## config.mk

```make
export PLATFORM = sky130hd
export DESIGN_NAME = logic64_seq
export DESIGN_NICKNAME = d
export VERILOG_FILES = /design/src/rtl/logic64_seq_pkg.sv /design/src/rtl/logic64_seq_logic32_slice.sv /design/src/rtl/xor32b.sv /design/src/rtl/logic64_seq.sv
export SDC_FILE = /design/constraint.sdc
export NUM_CORES = 1
export LEC_CHECK = 0
export CAP_MARGIN = 10
export CORE_ASPECT_RATIO = 0.5
export CORE_MARGIN = 2
export CORE_UTILIZATION = 45
export DETAILED_ROUTE_END_ITERATION = 6
export HOLD_SLACK_MARGIN = 0.02
export MAX_ROUTING_LAYER = met4
export PLACE_DENSITY = 0.73
export SLEW_MARGIN = 20
export SYNTH_ARGS = -nofsm -noshare
export SYNTH_HDL_FRONTEND = slang
export SYNTH_SLANG_ARGS = --single-unit
```

## constraint.sdc

```tcl
create_clock -name clk -period 14.2 [get_ports clk]
set_input_delay 2.84 -clock clk [delete_from_list [all_inputs] [get_ports clk]]
set_output_delay 2.84 -clock clk [all_outputs]
set_load 0.01 [all_outputs]
```

## src/rtl/logic64_seq_pkg.sv

```systemverilog
// Shared definitions for the sequential 64-bit logic unit.
// Holds op encodings, FSM state encoding and width constants.
package logic64_seq_pkg;

  localparam int LS_XLEN  = 64;
  localparam int LS_SLICE = 32;

  typedef enum logic [1:0] {
    OP_AND = 2'b00,
    OP_OR  = 2'b01,
    OP_XOR = 2'b10,
    OP_RSV = 2'b11
  } op_e;

  typedef enum logic [1:0] {
    IDLE = 2'b00,
    LOW  = 2'b01,
    HIGH = 2'b10,
    DONE = 2'b11
  } state_e;

endpackage

```

## src/rtl/logic64_seq_logic32_slice.sv

```systemverilog
// Combinational 32-bit AND/OR/XOR selector; the reserved op yields zero.
module logic32_slice
  import logic64_seq_pkg::*;
(
  input  logic [1:0]          op,
  input  logic [LS_SLICE-1:0] a,
  input  logic [LS_SLICE-1:0] b,
  output logic [LS_SLICE-1:0] y
);

  logic [LS_SLICE-1:0] xor_y;

  xor32b u_xor (
    .a (a),
    .b (b),
    .y (xor_y)
  );

  always_comb begin
    y = '0;
    case (op)
      OP_AND:  y = a & b;
      OP_OR:   y = a | b;
      OP_XOR:  y = xor_y;
      default: y = '0;
    endcase
  end

endmodule

```

## src/rtl/xor32b.sv

```systemverilog
// Existing verified 32-bit XOR slice used on the XOR path of logic32_slice.
module xor32b (
  input  logic [31:0] a,
  input  logic [31:0] b,
  output logic [31:0] y
);

  assign y = a ^ b;

endmodule

```

## src/rtl/logic64_seq.sv

```systemverilog
// 64-bit bitwise logic unit processing one 32-bit slice per cycle (LOW then HIGH).
// Optional zero-result flag port enabled by defining LOGIC64_SEQ_ZERO_FLAG_EN.
module logic64_seq
  import logic64_seq_pkg::*;
#(
  parameter int XLEN  = LS_XLEN,
  parameter int SLICE = LS_SLICE
) (
  input  logic            clk,
  input  logic            reset,
  input  logic            in_valid,
  output logic            in_ready,
  input  logic [1:0]      op,
  input  logic [XLEN-1:0] a,
  input  logic [XLEN-1:0] b,
  output logic            out_valid,
  input  logic            out_ready,
  output logic [XLEN-1:0] result,
  output logic            err,
  output logic            busy
`ifdef LOGIC64_SEQ_ZERO_FLAG_EN
  ,
  output logic            zero
`endif
);

  state_e            state_q, state_d;
  logic [XLEN-1:0]   a_q, b_q, result_q;
  logic [1:0]        op_q;
  logic              err_q;
  logic [SLICE-1:0]  slice_a, slice_b, slice_y;

  // One shared slice: the low half is fed in LOW, the high half in HIGH.
  assign slice_a = (state_q == HIGH) ? a_q[XLEN-1:SLICE] : a_q[SLICE-1:0];
  assign slice_b = (state_q == HIGH) ? b_q[XLEN-1:SLICE] : b_q[SLICE-1:0];

  logic32_slice u_slice (
    .op (op_q),
    .a  (slice_a),
    .b  (slice_b),
    .y  (slice_y)
  );

  always_comb begin
    state_d = state_q;
    case (state_q)
      IDLE:    if (in_valid) state_d = LOW;
      LOW:     state_d = HIGH;
      HIGH:    state_d = DONE;
      DONE:    if (out_ready) state_d = IDLE;
      default: state_d = IDLE;
    endcase
  end

  always_ff @(posedge clk) begin
    if (reset) state_q <= IDLE;
    else       state_q <= state_d;
  end

  always_ff @(posedge clk) begin
    if (reset) begin
      result_q <= '0;
      err_q    <= 1'b0;
    end else begin
      case (state_q)
        IDLE: if (in_valid) begin
          a_q   <= a;
          b_q   <= b;
          op_q  <= op;
          err_q <= 1'b0;
        end
        LOW:  result_q[SLICE-1:0] <= slice_y;
        HIGH: begin
          result_q[XLEN-1:SLICE] <= slice_y;
          err_q                  <= (op_q == OP_RSV);
        end
        default: ;
      endcase
    end
  end

`ifdef LOGIC64_SEQ_ZERO_FLAG_EN
  logic zero_q;

  // Evaluated in HIGH: the low half is already registered, the high half is in flight.
  always_ff @(posedge clk) begin
    if (reset)                zero_q <= 1'b0;
    else if (state_q == HIGH) zero_q <= (result_q[SLICE-1:0] == '0) && (slice_y == '0);
  end

  assign zero = zero_q;
`endif

  assign in_ready  = (state_q == IDLE) && !reset;
  assign out_valid = (state_q == DONE);
  assign busy      = (state_q != IDLE);
  assign result    = result_q;
  assign err       = err_q;

endmodule

```

==> impl_metrics.json <==
{
  "cts.path.max_buffers": 2,
  "dp.final_hpwl_um": 12400,
  "yosysWarnings": 0,
  "cts_hold_buf": 0,
  "die_y_um": 103,
  "worst_ep_arrival_time_ps": 4170,
  "path_cells": "buf_2, buf_4, nor2_1, clkdlybuf4s50_1",
  "grt_pass1_wl_um": 28600,
  "post-cts-setup-buffers": 0,
  "relSlewSlack": 0.264,
  "drv_slew": 0,
  "grt-ovfl-total": 0,
  "grt_max_degree": 85,
  "cts_inserted_buffers": 17,
  "grt.total_usage": 0.185,
  "min_from": "result[11]$_SDFFE_PP0N_",
  "hold_viol_final": 0,
  "cpPeakStageDelay_ps": 600,
  "cts_tree": "done",
  "crit_path_start_kind": "input pin",
  "timing.rr.end": "result[59]$_SDFFE_PP0P_",
  "grt_pass1_vias": 5594,
  "worst_slew_pin_slew_ps": 1100,
  "fin_util": 0.597,
  "antenna_cells": 0,
  "gp_congestion": 0.801,
  "peakVddDrop_uv": 99.4,
  "path_max_fanout": 68,
  "num_rows": 36,
  "hold_path_depth": 2,
  "drc": 0,
  "synth_fp_nets": 881,
  "netlist_area_mm2": 0.00888,
  "fin_nets": 1067,
  "yosysSeqAreaShare": 0.591,
  "wl_per_cell_um": 16.5,
  "rsz0062_at_grt": "no",
  "area_delta_synth_final_pct": 30.4,
  "totalWireLength_um": 18900,
  "stdcell_count": 1143,
  "dp.cells": 1111,
  "die_x_um": 203,
  "min_period_over_period": 0.494,
  "power.leakage_nw": 4.28,
  "hp-class": "reg -> reg",
  "drtIter0Drc": 178,
  "insertion_delay_ps": 430,
  "critical_path_class": "in -> out",
  "layout-drive-gt1-share": 0.117,
  "ios": 202,
  "io_buffers": 201,
  "crit_slowest_cell": "buf_4",
  "htreeDepth": 4,
  "netlist-cell-type-count": 27,
  "dpl_cell_area_mm2": 0.0111,
  "period_minus_slack_ps": 7010,
  "first_pass_iters": 4,
  "rrSetupSlack_ps": 10730,
  "status": "completed",
  "die-area_mm2": 0.0209,
  "tns_ps": 0,
  "clock-sinks": 197,
  "timing.fmax_mhz": 143,
  "worst_ep_required_time_ps": 11360,
  "power_per_cell_area_mw_per_mm2": 176,
  "drv_cap": 0,
  "worstHoldEndpoint": "result[11]$_SDFFE_PP0N_",
  "initial_core_util": 0.458,
  "cts-root-buf": "clkbuf_16",
  "final_area_mm2": 0.0116,
  "vias": 5675,
  "core_area_mm2": 0.0194,
  "cts_resized": 0,
  "avgSynthCellArea_um2": 13.1,
  "ys_ff_latch": 197,
  "antenna_found_initial": 0,
  "via_per_inst": 4.97,
  "postRouteAntennaNets": 0,
  "reg2reg_depth": 9,
  "critPathCaptureType": "primary output",
  "setup_viol": 0,
  "reg2reg_from": "state_q[0]$_SDFFE_PP0P_",
  "skew_ps": 7.46,
  "clk_pin_slew_ps": 70,
  "synth_cells": 678
}
per-layer routing:
layer | vias to the layer above | global-route usage | part of all wire
met2 | 106 | 0.313 | 0.49
met5 | - | - | 0
met1 | 2732 | 0.217 | 0.45
met4 | 0 | 0.0736 | 0.027
met3 | 38 | 0.0442 | 0.032
li1 | 2799 | - | -
cells by family (layout without fill, tap and decap cells):
kind of cell / count (synthesis) / after routing / share of synthesized area
AO/OA/AOI/OAI: 69 / 69 / 0.0659
adder cells (fa/ha/maj): 69 / 69 / 0.0972
buffers and inverters: 107 / 306 / 0.0538
flip-flops: 197 / 197 / 0.591
multiplexers: 96 / 96 / 0.113
AND/OR/NAND/NOR: 140 / 140 / 0.0800
area by class of cell:
type                       instances  area [um^2]
multi-input combinational        374         3180
fill                            1553         7830
tap                              266          333
clock inverter                    14         88.8
sequential                       197         5250
timing repair buffer             207         2050
clock buffer                      18          429
inverter                          67          251
placed cells by master, fill, tap and decap left out, types with 2 or more instances in the layout:
cell / instances
a21oi_1: 3
a311oi_1: 64
buf_4: 6
clkbuf_16: 17
clkdlybuf4s50_1: 200
clkinv_2: 6
clkinvlp_4: 5
dfxtp_1: 67
edfxtp_1: 130
ha_1: 67
inv_1: 36
inv_2: 31
inv_6: 2
mux2_2: 31
mux2i_1: 65
nand2b_1: 34
nor2_1: 66
nor2b_1: 2
o21ai_0: 2
or2_1: 32
how the worst max path moves through the flow:
stage                  endpoint  start  slack, ps  depth (start not counted)
6_report               in_ready  reset       7190                          4
5_1_grt                in_ready  reset       7080                          4
4_1_cts                in_ready  reset       7190                          4
3_5_place_dp           in_ready  reset       7180                          4
3_3_place_gp           in_ready  reset       7200                          4
2_1_floorplan  a_q[0]$_DFFE_PP_  reset       7300                          4
flip-flops by register name (all words and copies together) (netlist names):
register	count
op_q	2
a_q	64
err	1
state_q	2
b_q	64
result	64
report_power, final:
part	total, W	internal [W]	switching (W)
combinational	0.000789	0.000380	0.000409
sequential	0.000810	0.000753	0.0000564
clock	0.000437	0.000222	0.000215
total	0.00204	0.00136	0.000680
cell usage after synthesis, drive strengths merged:
master  count  share of area
and2        1        0.00070
dfxtp      67           0.15
nor4        1        0.00070
nand3       1        0.00056
ha         69          0.097
nand4       1        0.00070
edfxtp    130           0.44
nand2b     34          0.024
nor2b       3         0.0024
buf        19          0.016
nor2       66          0.028
clkbuf     21         0.0090
nor3        1        0.00056
a21oi       3         0.0017
inv        67          0.028
o21ai       2         0.0011
mux2i      65          0.073
a311oi     64          0.063
mux2       31          0.039
or2        32          0.023
critical path: cells and delay by family:
kind	cells	cell delay, ps
buf+inv	3	1190
simple gates	1	120
metrics by stage:
| step | worst slack, ps | hold slack (ps) | power [W] |
|---|---|---|---|
| finish | 7190 | 484 | 0.00204 |
| global route | 7080 | 503 | 0.00216 |
| CTS | 7190 | 490 | 0.00206 |
| detailed placement | 7180 | 480 | 0.00162 |
| global placement | 7200 | 461 | 0.00158 |
| floorplan | 7300 | 487 | 0.00130 |
Power figures use the tool's default switching activity.
